**src/rtl/lora_pkg.sv**
```systemverilog
// Shared LoRa UART definitions used by lora_tx and lora_rx.
// Build option LORA_TX_PARITY_EN adds an even-parity bit per character (8E1).
package lora_pkg;

  localparam int unsigned CLK_FREQ_HZ    = 50_000_000;
  localparam int unsigned BAUD_DIV_DFLT  = 434;
  localparam int unsigned NUM_BYTES_DFLT = 4;
  localparam int unsigned BITS_PER_BYTE  = 8;

  typedef enum logic [2:0] {
    ST_IDLE   = 3'd0,
    ST_START  = 3'd1,
    ST_DATA   = 3'd2,
`ifdef LORA_TX_PARITY_EN
    ST_PARITY = 3'd3,
`endif
    ST_STOP   = 3'd4
  } state_e;

endpackage

```
**src/rtl/lora_tx_if.sv**
```systemverilog
// Request/serial-line bundle between the event logic and lora_tx.
interface lora_tx_if
  import lora_pkg::*;
#(
  parameter int unsigned NUM_BYTES = NUM_BYTES_DFLT
);

  logic                           send;
  logic [BITS_PER_BYTE*NUM_BYTES-1:0] data_in;
  logic                           data_tx;
  logic                           busy;
  logic                           done;

  modport master (output send, data_in, input data_tx, busy, done);
  modport slave  (input send, data_in, output data_tx, busy, done);

endinterface

```
**src/rtl/uart_byte_tx.sv**
```systemverilog
// Single UART character transmitter: start, 8 data bits LSB first,
// optional even parity (LORA_TX_PARITY_EN), stop. ready_o is high in idle
// and in the last clock of the stop bit, so a start_i there chains the next
// character with no gap.
module uart_byte_tx
  import lora_pkg::*;
#(
  parameter int unsigned BAUD_DIV = BAUD_DIV_DFLT
) (
  input  logic                     clk,
  input  logic                     rst_n,
  input  logic                     start_i,
  input  logic [BITS_PER_BYTE-1:0] byte_i,
  output logic                     tx_o,
  output logic                     ready_o
);

  localparam int unsigned CNT_W    = 16;
  localparam logic [CNT_W-1:0] CNT_LAST = CNT_W'(BAUD_DIV - 1);
  localparam logic [CNT_W-1:0] CNT_PRE  = CNT_W'(BAUD_DIV - 2);
  localparam logic [2:0]       BIT_LAST = 3'(BITS_PER_BYTE - 1);

  state_e                   state_q;
  logic [CNT_W-1:0]         cnt_q;
  logic [2:0]               bit_q;
  logic [BITS_PER_BYTE-1:0] byte_q;
  logic                     tx_q;
  logic                     ready_q;
  logic                     wrap_c;

  assign wrap_c  = (cnt_q == CNT_LAST);
  assign tx_o    = tx_q;
  assign ready_o = ready_q;

  // Character FSM with baud counter; ready_q is precomputed one clock ahead.
  always_ff @(posedge clk or negedge rst_n) begin
    if (!rst_n) begin
      state_q <= ST_IDLE;
      cnt_q   <= '0;
      bit_q   <= '0;
      byte_q  <= '0;
      tx_q    <= 1'b1;
      ready_q <= 1'b1;
    end else begin
      cnt_q   <= (state_q == ST_IDLE || wrap_c) ? '0 : cnt_q + CNT_W'(1);
      ready_q <= 1'b0;
      case (state_q)
        ST_IDLE: begin
          if (start_i) begin
            state_q <= ST_START;
            tx_q    <= 1'b0;
            byte_q  <= byte_i;
          end else begin
            ready_q <= 1'b1;
          end
        end
        ST_START: begin
          if (wrap_c) begin
            state_q <= ST_DATA;
            bit_q   <= '0;
            tx_q    <= byte_q[0];
          end
        end
        ST_DATA: begin
          if (wrap_c) begin
            if (bit_q == BIT_LAST) begin
`ifdef LORA_TX_PARITY_EN
              state_q <= ST_PARITY;
              tx_q    <= ^byte_q;
`else
              state_q <= ST_STOP;
              tx_q    <= 1'b1;
`endif
            end else begin
              bit_q <= bit_q + 3'd1;
              tx_q  <= byte_q[bit_q + 3'd1];
            end
          end
        end
`ifdef LORA_TX_PARITY_EN
        ST_PARITY: begin
          if (wrap_c) begin
            state_q <= ST_STOP;
            tx_q    <= 1'b1;
          end
        end
`endif
        ST_STOP: begin
          if (wrap_c) begin
            if (start_i) begin
              state_q <= ST_START;
              tx_q    <= 1'b0;
              byte_q  <= byte_i;
            end else begin
              state_q <= ST_IDLE;
              tx_q    <= 1'b1;
              ready_q <= 1'b1;
            end
          end else if (cnt_q == CNT_PRE) begin
            ready_q <= 1'b1;
          end
        end
        default: begin
          state_q <= ST_IDLE;
          tx_q    <= 1'b1;
          ready_q <= 1'b1;
        end
      endcase
    end
  end

endmodule

```
**src/rtl/lora_tx.sv**
```systemverilog
// LoRa UART frame transmitter: latches NUM_BYTES bytes on send and emits
// them MSB byte first as back-to-back UART characters.
// Build option LORA_TX_PARITY_EN selects 8E1 characters instead of 8N1.
module lora_tx
  import lora_pkg::*;
#(
  parameter int unsigned BAUD_DIV  = BAUD_DIV_DFLT,
  parameter int unsigned NUM_BYTES = NUM_BYTES_DFLT
) (
  input  logic      clk,
  input  logic      rst_n,
  lora_tx_if.slave  bus
);

  localparam int unsigned PW       = BITS_PER_BYTE * NUM_BYTES;
  localparam logic [2:0]  LAST_IDX = 3'(NUM_BYTES - 1);

  logic                     busy_q;
  logic                     done_q;
  logic [2:0]               idx_q;
  logic [PW-1:0]            payload_q;
  logic                     start_c;
  logic [BITS_PER_BYTE-1:0] byte_c;
  logic                     tx_ready;
  logic                     tx_line;

  assign bus.busy    = busy_q;
  assign bus.done    = done_q;
  assign bus.data_tx = tx_line;

  // Byte launch: byte 0 straight from the bus on acceptance, later bytes from the payload register.
  always_comb begin
    start_c = 1'b0;
    byte_c  = payload_q[PW-1 -: BITS_PER_BYTE];
    if (!busy_q) begin
      start_c = bus.send;
      byte_c  = bus.data_in[PW-1 -: BITS_PER_BYTE];
    end else begin
      start_c = tx_ready && (idx_q != LAST_IDX);
    end
  end

  // Frame sequencing: payload holds the bytes not yet handed to the character sender.
  always_ff @(posedge clk or negedge rst_n) begin
    if (!rst_n) begin
      busy_q    <= 1'b0;
      done_q    <= 1'b0;
      idx_q     <= '0;
      payload_q <= '0;
    end else begin
      done_q <= 1'b0;
      if (!busy_q) begin
        if (bus.send) begin
          busy_q    <= 1'b1;
          idx_q     <= '0;
          payload_q <= bus.data_in << BITS_PER_BYTE;
        end
      end else if (tx_ready) begin
        if (idx_q == LAST_IDX) begin
          busy_q <= 1'b0;
          done_q <= 1'b1;
        end else begin
          idx_q     <= idx_q + 3'd1;
          payload_q <= payload_q << BITS_PER_BYTE;
        end
      end
    end
  end

  uart_byte_tx #(
    .BAUD_DIV (BAUD_DIV)
  ) u_byte_tx (
    .clk     (clk),
    .rst_n   (rst_n),
    .start_i (start_c),
    .byte_i  (byte_c),
    .tx_o    (tx_line),
    .ready_o (tx_ready)
  );

endmodule

```
**src/flat_wrapper.sv**
```systemverilog
// flat-port wrapper written by rule: the top's interface ports become plain ports
module lora_tx_flat import lora_pkg::*;
#(
  parameter int unsigned BAUD_DIV  = BAUD_DIV_DFLT,
  parameter int unsigned NUM_BYTES = NUM_BYTES_DFLT
)
  (clk, rst_n, bus_send, bus_data_in, bus_data_tx, bus_busy, bus_done);
  lora_tx_if #(.NUM_BYTES(NUM_BYTES)) bus_i ();
  input  logic clk;
  input  logic rst_n;
  input wire logic [$bits(bus_i.send)-1:0] bus_send;
  input wire logic [$bits(bus_i.data_in)-1:0] bus_data_in;
  output wire logic [$bits(bus_i.data_tx)-1:0] bus_data_tx;
  output wire logic [$bits(bus_i.busy)-1:0] bus_busy;
  output wire logic [$bits(bus_i.done)-1:0] bus_done;
  assign bus_i.send = bus_send;
  assign bus_i.data_in = bus_data_in;
  assign bus_data_tx = bus_i.data_tx;
  assign bus_busy = bus_i.busy;
  assign bus_done = bus_i.done;
  lora_tx #(.BAUD_DIV(BAUD_DIV), .NUM_BYTES(NUM_BYTES)) u_core (.clk(clk), .rst_n(rst_n), .bus(bus_i));
endmodule
```
**config.mk**
```make
export PLATFORM = sky130hd
export DESIGN_NAME = lora_tx_flat
export DESIGN_NICKNAME = d
export VERILOG_FILES = /design/src/rtl/lora_pkg.sv /design/src/rtl/lora_tx_if.sv /design/src/rtl/uart_byte_tx.sv /design/src/rtl/lora_tx.sv /design/src/flat_wrapper.sv
export SDC_FILE = /design/constraint.sdc
export NUM_CORES = 1
export LEC_CHECK = 0
export BUFFER_PORTS_ARGS = -buffer_cell sky130_fd_sc_hd__buf_2
export CAP_MARGIN = 20
export CORE_MARGIN = 2
export CORE_UTILIZATION = 50
export CTS_BUF_LIST = sky130_fd_sc_hd__clkbuf_8 sky130_fd_sc_hd__clkbuf_16
export CTS_CLUSTER_SIZE = 28
export DETAILED_ROUTE_END_ITERATION = 16
export GPL_TIMING_DRIVEN = 0
export PLACE_DENSITY = 0.7
export SLEW_MARGIN = 15
export SYNTH_ARGS = -nofsm -noshare
export SYNTH_HDL_FRONTEND = slang
export SYNTH_SLANG_ARGS = --single-unit
```
**constraint.sdc**
```tcl
create_clock -name clk -period 2.4 [get_ports clk]
set_clock_uncertainty 0.05 [all_clocks]
set_input_delay 0.12 -clock clk [delete_from_list [all_inputs] [get_ports clk]]
set_output_delay 0.12 -clock clk [all_outputs]
set_load 0.02 [all_outputs]
```
* Word-level counts from Yosys, hierarchy flattened
Cells that the tools add are included. Widths: inputs -> output; s select.
Word-level totals: logic and storage cells 86, register bits after elaboration 69, output and inout port bits 3, input bits 35
Cells by class: reductions and logical operators 12, equality and inequality tests 16, muxes and demuxes 44, $add $sub $neg 3, magnitude comparators 1
Operators with widths (number):
- $mux 32 | 4
- $mux 3 | 12
- $eq 16x9->1 const B | 2
- $mux 8 | 3
- $mux 1 | 18
- $add 16x1->16 const B | 1
- $mux 16 | 1
- $pmux 8 s2 | 1
- $ne 2x2->1 const B | 7
- $pmux 3 s4 | 1
- $reduce_and 4->1 | 2
- $add 3x1->3 const B | 2
- $eq 3x2->1 const B | 2
- $eq 3x3->1 const B | 2
- $pmux 3 s2 | 1
- $reduce_bool 2->1 | 3
- $reduce_and 5->1 | 1
- $lt 3x4->1 const B | 1
- $pmux 1 s4 | 1
- $bmux 1 s3 | 1
- $eq 3x1->1 const B | 1
- $logic_not 3->1 | 1
- $ne 3x2->1 const B | 1
- $pmux 1 s3 | 1
- other kinds (6) | 6

* Logic depth before layout (Yosys ltp)
Gate-level depths: netlist (run 1).
word-level depth 6, depth in mapped cells 7, mapped depth without buffers 7

* Cells and area by module
A second synthesis (run 1) with hierarchy kept.
Second synthesis, totals: cells, all modules 334, area total of the unflattened synthesis 3283.1 µm²
Modules (own cells, without submodules):
- uart_byte_tx | area an instance 1707.9 µm², cells an instance 165, instances 1, seq. area each 803.3 µm²
- lora_tx | area an instance 1575.3 µm², cells an instance 169, instances 1, seq. area each 725.7 µm²

* Worst setup path before layout (run 1)
Ideal clock, no wire load.
path type register to register, from register u_core.idx_q[0], to register u_core.u_byte_tx.byte_q[0], data required time 2225 ps, path slack 396 ps, clock period less this slack 2004 ps, path buffers 0, setup time 125 ps, arrival 1829 ps, stages on the path, launching flop included 8, cells stage by stage dfrtp_1 > ha_1 > ha_1 > inv_1 > a31oi_2 > nor3_1 > o21ai_4 > mux2_4
Between the ends: cells in the longest elaborated chain, start to end 6
RTL lines:
- start: declaration | RTL line lora_tx.sv:20 | logic [2:0] idx_q;
- start signal: assignment | RTL line lora_tx.sv:63 | idx_q <= idx_q + 3'd1;
- $ne 3x2->1 * | RTL line lora_tx.sv:39 | start_c = tx_ready && (idx_q != LAST_IDX);
- $logic_and 1x1->1 * | RTL line lora_tx.sv:39
- $mux 1 * | RTL line lora_tx.sv:35 | if (!busy_q) begin
- $mux 8 *
- $mux 8
- $pmux 8 s2 *
- end signal: assignment | RTL line uart_byte_tx.sv:52 | byte_q <= byte_i;
- end signal: assignment | RTL line uart_byte_tx.sv:93 | byte_q <= byte_i;
- end: declaration | RTL line uart_byte_tx.sv:26 | logic [BITS_PER_BYTE-1:0] byte_q;
Every way passes the cells marked *; elsewhere a longest branch is shown, timed or not. The select of a mux whose other input is x is not followed. A chain may end at the register's enable or synchronous reset.

* Final worst setup path (run 1)
from register u_core.idx_q[0], to register u_core.u_byte_tx.byte_q[2]
The elaborated chain is that of the path after synthesis.

==> key figures, run 1 <==
Placed design
  • HPWL Detailed: approximately 4.1 mm
  • Number of buffers added on ports: 37
  • Placed insts: 394
  • Area after DPL: between 3000 and 4000 um^2
  • RePlAce Congestion: approximately 0.80

Setup path
  • Critical path's largest stage delay: slightly above 400 ps
  • CP max FO: 9
  • R2r startpoint: u_core.idx_q[0]
  • Worst path required time: ~2600 ps
  • Crit path buf inv count: 1
  • Critical path class: reg -> reg
  • CP top delay family: compound AO/OA/AOI/OAI gates
  • Crit path cell chain: ha_1, ha_1, inv_1, a31oi_2, nor3_1, o21ai_4, mux2_4
  • Slowest-stage cell, CP: dfrtp_1
  • Reg2Reg Depth: 7
  • CP arrival: 2410 ps
  • Reg2reg end: u_core.u_byte_tx.byte_q[2]
  • Worst setup EP type: flip-flop
  • Cell repeated most along the worst path: ha_1
  • R2r setup slk: 170 ps
  • Startpoint Class: flip-flop

Outcome
  • Outcome: finished clean

Synth
  • Flops & latches, synth: 61
  • Syn Inst Count: around 280
  • Post-Syn Area: about 3100 um^2
  • Post-synth cell types: between 40 and 50
  • Mapped Nets: about 320
  • Post-synthesis sequential area ratio: about half
  • Mean area per synthesized cell: between 10 and 15 um^2
  • Synth Warn #: 0

Detailed routing
  • Iteration-0 DRC Markers: 73
  • Drt total wl: between 5 and 6 mm
  • Vias per cell: between 5 and 6
  • # DRC: 0
  • Drt first pass iters: 4
  • Antenna-violating nets left: 0
  • Wirelength per Cell: roughly 14 um
  • Routed vias: about 2.2k

Timing
  • Final Cycle Share: 93.1%
  • Final hold viol count: 0
  • Worst-Margin Slew: approximately 760 ps
  • Slew headroom: around 50%
  • Max-slew violations: 0
  • Sum of negative setup slack: 0 ps
  • RSZ-0062 raised after global routing: no
  • Final setup fails: 0
  • Max Fclk: approximately 450 MHz
  • Final worst path period need: 2230 ps

Final layout
  • Synth-to-Final Area Change: 18.8%
  • Post-route cell area: 3630 um^2
  • Commonest non-fill, non-tap cell in the layout: dfrtp_1
  • Antenna fix cells: 0
  • Fin util: between 60% and 70%
  • Most frequent cells in the layout: 59 x dfrtp_1, 43 x buf_2, 29 x nor2_1
  • Final #Nets: between 300 and 400
  • FILL cells: between 400 and 500
  • Fin cells: ~420
  • Share of layout cells above drive strength 1: between 20 and 25%

Floorplanning
  • Row count: 28
  • Die ar.: 6760 um^2
  • Starting Density: between 50% and 60%
  • Die X: approximately 82 um
  • IO Count: 38
  • Core Region: 5920 um^2
  • Die Y-Extent: 82.2 um

Clock network
  • Sink Count: 61
  • Bufs on Longest Clock Path: 2
  • TritonCTS clock tree: built
  • Clk slew on worst S/H paths: 60 ps
  • Cts bufs inserted: 9
  • CTS root buf: clkbuf_8
  • Skew-Pair Late Insertion Delay: 330 ps
  • # H-tree levels: 3
  • Post-CTS Resized: 0

Worst hold path
  • Hold Crit Depth: 3
  • Min-Delay Path Class: in -> reg
  • Hold Startpoint: bus_data_in[8]
  • Hold Crit Endpoint: u_core.payload_q[16]

Global routing
  • First-pass GRT wire length: approximately 10 mm
  • Vias in the first global route: 2,222
  • Total grt overflow: 0
  • Pin count of the biggest net entering global routing: slightly above 60
  • Initial antenna violation count: 0
  • Tot GR Track Use: roughly a fifth

Pwr
  • Leakage: about 1.9 nW
  • Comb pwr share: about 6.5%
  • Seq pwr share: between 50% and 60%
  • Net switching power: 0.462 mW
  • Internal power: about 1.7 mW
  • Peak VDD IR: approximately 0.32 mV
  • PwrDens: 589 nW/um^2
  • Sw frac: between 20% and 30%
  • Clock Power Share: between 40% and 50%

Job
  • Max cap viols: 0
-- cells in the mapped netlist --
cell type | n | area (um^2)
clkbuf_1 | 5 | 18.8
a21oi_1 | 6 | 30.0
a31oi_2 | 1 | 12.5
nor3b_1 | 1 | 7.51
a211oi_1 | 2 | 15.0
or3b_1 | 1 | 8.76
mux2_2 | 10 | 113
nand2_1 | 28 | 105
nand2b_1 | 3 | 18.8
o21ai_4 | 1 | 16.3
nor2_1 | 29 | 109
buf_2 | 7 | 35.0
nor4_1 | 3 | 18.8
dfstp_2 | 2 | 52.6
and3_1 | 1 | 6.26
and4_1 | 1 | 8.76
nor2b_1 | 2 | 12.5
o21a_1 | 1 | 7.51
nand4b_1 | 1 | 8.76
a21o_1 | 1 | 7.51
nand4_1 | 2 | 12.5
and4_4 | 2 | 22.5
nand2_2 | 1 | 6.26
buf_4 | 1 | 7.51
a22o_1 | 10 | 87.6
mux4_2 | 1 | 22.5
o2bb2ai_1 | 1 | 8.76
or2_1 | 1 | 6.26
o32a_1 | 1 | 10.0
nor3_1 | 5 | 25.0
or3_4 | 1 | 11.3
o21ai_0 | 19 | 95.1
and2_1 | 1 | 6.26
mux2i_1 | 20 | 200
ha_1 | 7 | 87.6
a31oi_1 | 1 | 6.26
xnor2_1 | 10 | 87.6
nand3b_1 | 1 | 7.51
nand3_1 | 6 | 30.0
mux2_4 | 9 | 135
inv_1 | 11 | 41.3
xor2_1 | 6 | 52.6
dfrtp_1 | 59 | 1480
-- stage by stage --
stage | hold slack, ps | total power, mW | setup WS, ps
3_5_place_dp | 190 | 1.25 | 172
3_3_place_gp | 287 | 1.25 | 214
6_report | 20.4 | 2.14 | 165
5_1_grt | 25.5 | 2.24 | 58.7
4_1_cts | 12.2 | 2.16 | 155
2_1_floorplan | -226 | 1.19 | 396
-- sequential cells by signal (all words and copies together), names as in the netlist --
name and count:
u_core.bus.busy 1, u_core.idx_q 3, u_core.u_byte_tx.bit_q 3, u_core.u_byte_tx.ready_o 1, u_core.u_byte_tx.cnt_q 16, u_core.payload_q 24, u_core.u_byte_tx.state_q 3, u_core.u_byte_tx.byte_q 8
u_core.u_byte_tx.tx_o 1, u_core.bus.done 1
-- logic make-up after synthesis --
| kind of cell | Yosys count | synth area share, % |
|---|---|---|
| mux | 40 | 15.4 |
| fa+ha+maj | 7 | 2.86 |
| compound gates | 44 | 9.70 |
| simple gates | 90 | 14.1 |
| flops | 61 | 50.0 |
| buf+inv | 24 | 3.36 |
| xor+xnor | 16 | 4.58 |
-- how the worst max path moves through the flow --
| stage | from | endpoint | slack, ps | cells after the start |
|---|---|---|---|---|
| final | u_core.idx_q[0] | u_core.u_byte_tx.byte_q[2] | 170 | 7 |
| after global placement | u_core.idx_q[0] | u_core.u_byte_tx.byte_q[7] | 210 | 7 |
| after CTS | u_core.idx_q[0] | u_core.u_byte_tx.byte_q[2] | 150 | 7 |
| after detailed placement | u_core.idx_q[0] | u_core.u_byte_tx.byte_q[2] | 170 | 7 |
| after global routing | u_core.idx_q[0] | u_core.u_byte_tx.byte_q[2] | 60 | 7 |
| after floorplan | u_core.idx_q[0] | u_core.u_byte_tx.byte_q[0] | 400 | 7 |
-- layer usage --
| metal | routed length, um | vias up | part of all wire, % | GRT usage, % |
|---|---|---|---|---|
| li1 | - | 1096 | - | - |
| met1 | 2800 | 1046 | 47 | 26.4 |
| met2 | 2740 | 44 | 46 | 31.2 |
| met3 | 229 | 11 | 3.9 | 4.67 |
| met4 | 133 | 0 | 2.3 | 10.8 |
| met5 | 0 | - | 0 | 0 |
-- worst register-to-register path, delay by kind of cell, from the launching register on --
kind	cells	cell delay [ps]
flip-flops	1	410
AO/OA/AOI/OAI	2	430
AND/OR/NAND/NOR	1	390
buffers and inverters	1	90
adder cells (fa/ha/maj)	2	400
multiplexers	1	340
-- power groups by stage --
stage | clock network (mW) | logic (mW) | registers, mW
global route | 0.963 | 0.163 | 1.11
global placement | 0 | 0.124 | 1.12
floorplan | 0 | 0.0679 | 1.12
finish | 0.894 | 0.139 | 1.11
CTS | 0.910 | 0.142 | 1.11
detailed placement | 0 | 0.129 | 1.13
-- final cells by class --
| type | instances | area (um^2) | area share (%) |
|---|---|---|---|
| Sequential cell | 61 | 1530 | 42.1 |
| Clock buffer | 11 | 151 | 4.17 |
| Buffer | 13 | 61.3 | 1.69 |
| Inverter | 11 | 41.3 | 1.14 |
| Clock inverter | 4 | 41.3 | 1.14 |
| Multi-Input combinational cell | 197 | 1430 | 39.3 |
| Timing Repair Buffer | 47 | 288 | 7.92 |
| Tap cell | 75 | 93.8 | 2.58 |
-- timing repair --
| item | in CTS | in global routing |
|---|---|---|
| setup buffers | 0 | 0 |
| endpoints found under the hold margin | 69 | 0 |
| hold buffers | 10 | 0 |
Power figures use the tool's default switching activity.
==> run 2: changes to the inputs <==
- ABC_AREA: default -> 1
==> key figures, run 2 <==
Outcome
  • Outcome: finished clean

Timing
  • Slew headroom: 49.2% (-0.42 points)
  • Sum of negative setup slack: 0 ps (unchanged)
  • Final Cycle Share: 75.9% (-17 points)
  • Final worst path period need: 1820 ps (-413 ps)
  • Final setup fails: 0 (unchanged)
  • Max Fclk: 549 MHz (+23%)
  • Final hold viol count: 0 (unchanged)
  • Worst-Margin Slew: 761 ps (+6.23 ps)
  • RSZ-0062 raised after global routing: no
  • Max-slew violations: 0 (unchanged)

Job
  • Max cap viols: 0 (unchanged)

Setup path
  • R2r setup slk: 580 ps (+410 ps)
  • Worst path required time: 2570 ps (about the same)
  • Startpoint Class: flip-flop
  • R2r startpoint: u_core.idx_q[0]
  • Reg2reg end: u_core.payload_q[29]
  • Critical Path Source: u_core.idx_q[0]
  • Cell repeated most along the worst path: ha_1
  • Critical path's largest stage delay: 390 ps (-20 ps)
  • Worst setup EP type: flip-flop
  • Critical path class: reg -> reg
  • Crit path cell chain: ha_1, ha_1, inv_1, nand2_1, nand2_2, clkbuf_1, o21ai_0
  • CP arrival: 1990 ps (-420 ps)
  • CP max FO: 10 (+1)
  • Reg2Reg Depth: 7 (unchanged)
  • Slowest-stage cell, CP: dfrtp_1
  • Worst Setup EP: u_core.payload_q[29]

Global routing
  • Vias in the first global route: 2,747 (+24%)
  • Total grt overflow: 0 (unchanged)
  • First-pass GRT wire length: 12.0 mm (+19%)
  • Tot GR Track Use: 21.1% (+0.91 points)
  • Pin count of the biggest net entering global routing: 62 (unchanged)
  • Initial antenna violation count: 0 (unchanged)

Synth
  • Post-synth cell types: 35 (-19%)
  • Xor-xnor portion of the synthesized cell area: 1.36% (-3.2 points)
  • Main combinational cell family by area after synthesis: simple AND/OR/NAND/NOR gates
  • Adder-Cell Fraction of Synth Area: 2.73% (-0.14 points)
  • Count leader, synth: nand2_1
  • Post-synthesis sequential area ratio: 47.6% (-2.4 points)
  • Synth area leader: dfrtp_1
  • Most used DFF post-synth: dfrtp_1
  • Top post-synthesis cells by area: dfrtp_1 46%, nand2_1 10%, inv_1 6.2%
  • Asr flop ratio synth: 100% (unchanged)
  • Syn Inst Count: 396 (+40%)
  • Flops & latches, synth: 61 (unchanged)
  • Synth Warn #: 0 (unchanged)
  • Post-Syn Area: 3210 um^2 (+5.1%)
  • EDFF count, synth: 0 (unchanged)
  • Mux contribution to synthesized area: 0% (-15 points)
  • Post-synthesis compound-gate area fraction: 12.4% (+2.7 points)
  • Share of the synthesized area in the top cell type: 46.0% (-2.3 points)
  • Mapped Nets: 438 (+35%)
  • Mean area per synthesized cell: 8.11 um^2 (-25%)
  • Post-synth top cells: 89 x nand2_1, 59 x dfrtp_1, 53 x inv_1
  • Simple-gate portion of the synthesized area: 27.4% (+13 points)

Detailed routing
  • Routed vias: 2,775 (+26%)
  • Antenna-violating nets left: 0 (unchanged)
  • Drt total wl: 6.96 mm (+18%)
  • Iteration-0 DRC Markers: 102 (+40%)
  • Wirelength per Cell: 12.6 um (-10%)
  • # DRC: 0 (unchanged)
  • Vias per cell: 5.05 (-3.8%)
  • Drt first pass iters: 4 (unchanged)

Clock network
  • Post-CTS setup buffers: 0 (unchanged)
  • Clk slew on worst S/H paths: 80 ps (+20 ps)
  • Cts bufs inserted: 9 (unchanged)
  • # H-tree levels: 3 (unchanged)
  • Bufs on Longest Clock Path: 2 (unchanged)
  • Sink Count: 61 (unchanged)
  • Skew-Pair Late Insertion Delay: 350 ps (+20 ps)
  • CTS root buf: clkbuf_8
  • TritonCTS clock tree: built

Final layout
  • Fin cells: 550 (+31%)
  • Synth-to-Final Area Change: 23.2%
  • Antenna fix cells: 0 (unchanged)
  • Final #Nets: 510 (+34%)
  • Largest regs: u_core.payload_q (24), u_core.u_byte_tx.cnt_q (16), u_core.u_byte_tx.byte_q (8)
  • Share of layout cells above drive strength 1: 17.5% (-7.2 points)
  • Fin util: 63.0% (+1.7 points)
  • Area occupied by multi-input gates: 1410 um^2 (-1.1%)
  • Register with the highest flop count: u_core.payload_q
  • Register Area: 1530 um^2 (unchanged)
  • Max reg flops: 24 (unchanged)
  • Post-route cell area: 3960 um^2 (+9.0%)
  • Most frequent cells in the layout: 89 x nand2_1, 59 x dfrtp_1, 54 x inv_1
  • FILL cells: 548 (+9.8%)
  • Commonest non-fill, non-tap cell in the layout: nand2_1

Pwr
  • PwrDens: 560 nW/um^2 (-4.9%)
  • Peak VDD IR: 0.375 mV (+16%)
  • Power, Total: 2.22 mW (+3.6%)
  • Leakage: 2.02 nW (+8.6%)

Placed design
  • RePlAce Congestion: 0.860 (+7.3%)
  • Area after DPL: 3490 um^2 (+4.6%)
  • Placed insts: 509 (+29%)
  • Number of buffers added on ports: 36 (-2.7%)
  • HPWL Detailed: 4.77 mm (+17%)

Floorplanning
  • Starting Density: 51.2% (-0.46 points)
  • Die ar.: 7080 um^2 (+4.8%)
  • Row count: 29 (+3.6%)
  • Die X: 84.2 um (+2.4%)
  • Die Y-Extent: 84.2 um (+2.4%)
  • Core Region: 6280 um^2 (+6.0%)
  • IO Count: 38 (unchanged)

Worst hold path
  • Min-Delay Path Class: in -> reg
  • Hold Startpoint: bus_data_in[28]
[run 2: cell count changes after synthesis, moves of 9 or more]
cell | before | now
nand3_1 | 6 | 30
mux2_2 | 10 | 0
nand2_1 | 28 | 89
inv_1 | 11 | 53
mux2_4 | 9 | 0
a22o_1 | 10 | 0
mux2i_1 | 20 | 0
o21ai_0 | 19 | 34
o211ai_1 | 0 | 12
[run 2: final cells by class]
| cell class | count | area share, % |
|---|---|---|
| well taps | 77 | 2.43 |
| inverters | 55 | 5.25 |
| clock inverters | 7 | 2.31 |
| clock buffers | 9 | 3.13 |
| plain buffers | 13 | 1.64 |
| flip-flops and latches | 61 | 38.6 |
| multi-input cells | 267 | 35.7 |
| repair buffers | 61 | 10.9 |
[run 2: kinds of logic (layout without fill, tap and decap cells)]
kind of cell / count (synthesis) / after routing
xor+xnor: 5 / 5
simple gates: 190 / 190
flops: 61 / 61
buf+inv: 68 / 145
fa+ha+maj: 7 / 7
compound gates: 65 / 65
[run 2: critical path: cells and delay by family (launching register included)]
family	cells	cell delay, ps
AO/OA/AOI/OAI	1	140
adder cells (fa/ha/maj)	2	390
AND/OR/NAND/NOR	2	280
flip-flops	1	390
buffers and inverters	2	440
[run 2: worst min-delay path by stage]
stage                                       endpoint  slack, ps  cells after the start
after floorplan                      u_core.bus.busy       -230                      0
after global placement           u_core.payload_q[9]        300                      3
after detailed placement  u_core.u_byte_tx.cnt_q[11]        190                      1
after CTS                 u_core.u_byte_tx.byte_q[4]         40                      3
after global routing      u_core.u_byte_tx.byte_q[0]         60                      3
final                     u_core.u_byte_tx.byte_q[4]         40                      3
[run 2: per-stage QoR]
step	worst slack (ps)	hold WS, ps
floorplan	809	-226
global route	411	58.5
global placement	610	304
CTS	542	37.3
detailed placement	552	194
finish	579	44.6
[run 2: routing by layer]
layer / wire length, um / vias to the layer above / track usage [%]
li1: - / 1421 / -
met1: 3250 / 1278 / 27.4
met2: 3330 / 65 / 34.6
met3: 258 / 11 / 5.70
met4: 118 / 0 / 7.04
met5: 0 / - / 0
[run 2: timing repair]
action | 4_1_cts | 5_1_grt
hold buffers | 25 | 0
resized for setup | 0 | 0
endpoints found under the hold margin | 83 | 0
[run 2: power by group]
part / switching (mW) / total [mW] / internal [mW]
Combinational: 0.0741 / 0.144 / 0.0704
Sequential: 0.0126 / 1.08 / 1.06
Clock: 0.416 / 0.997 / 0.580
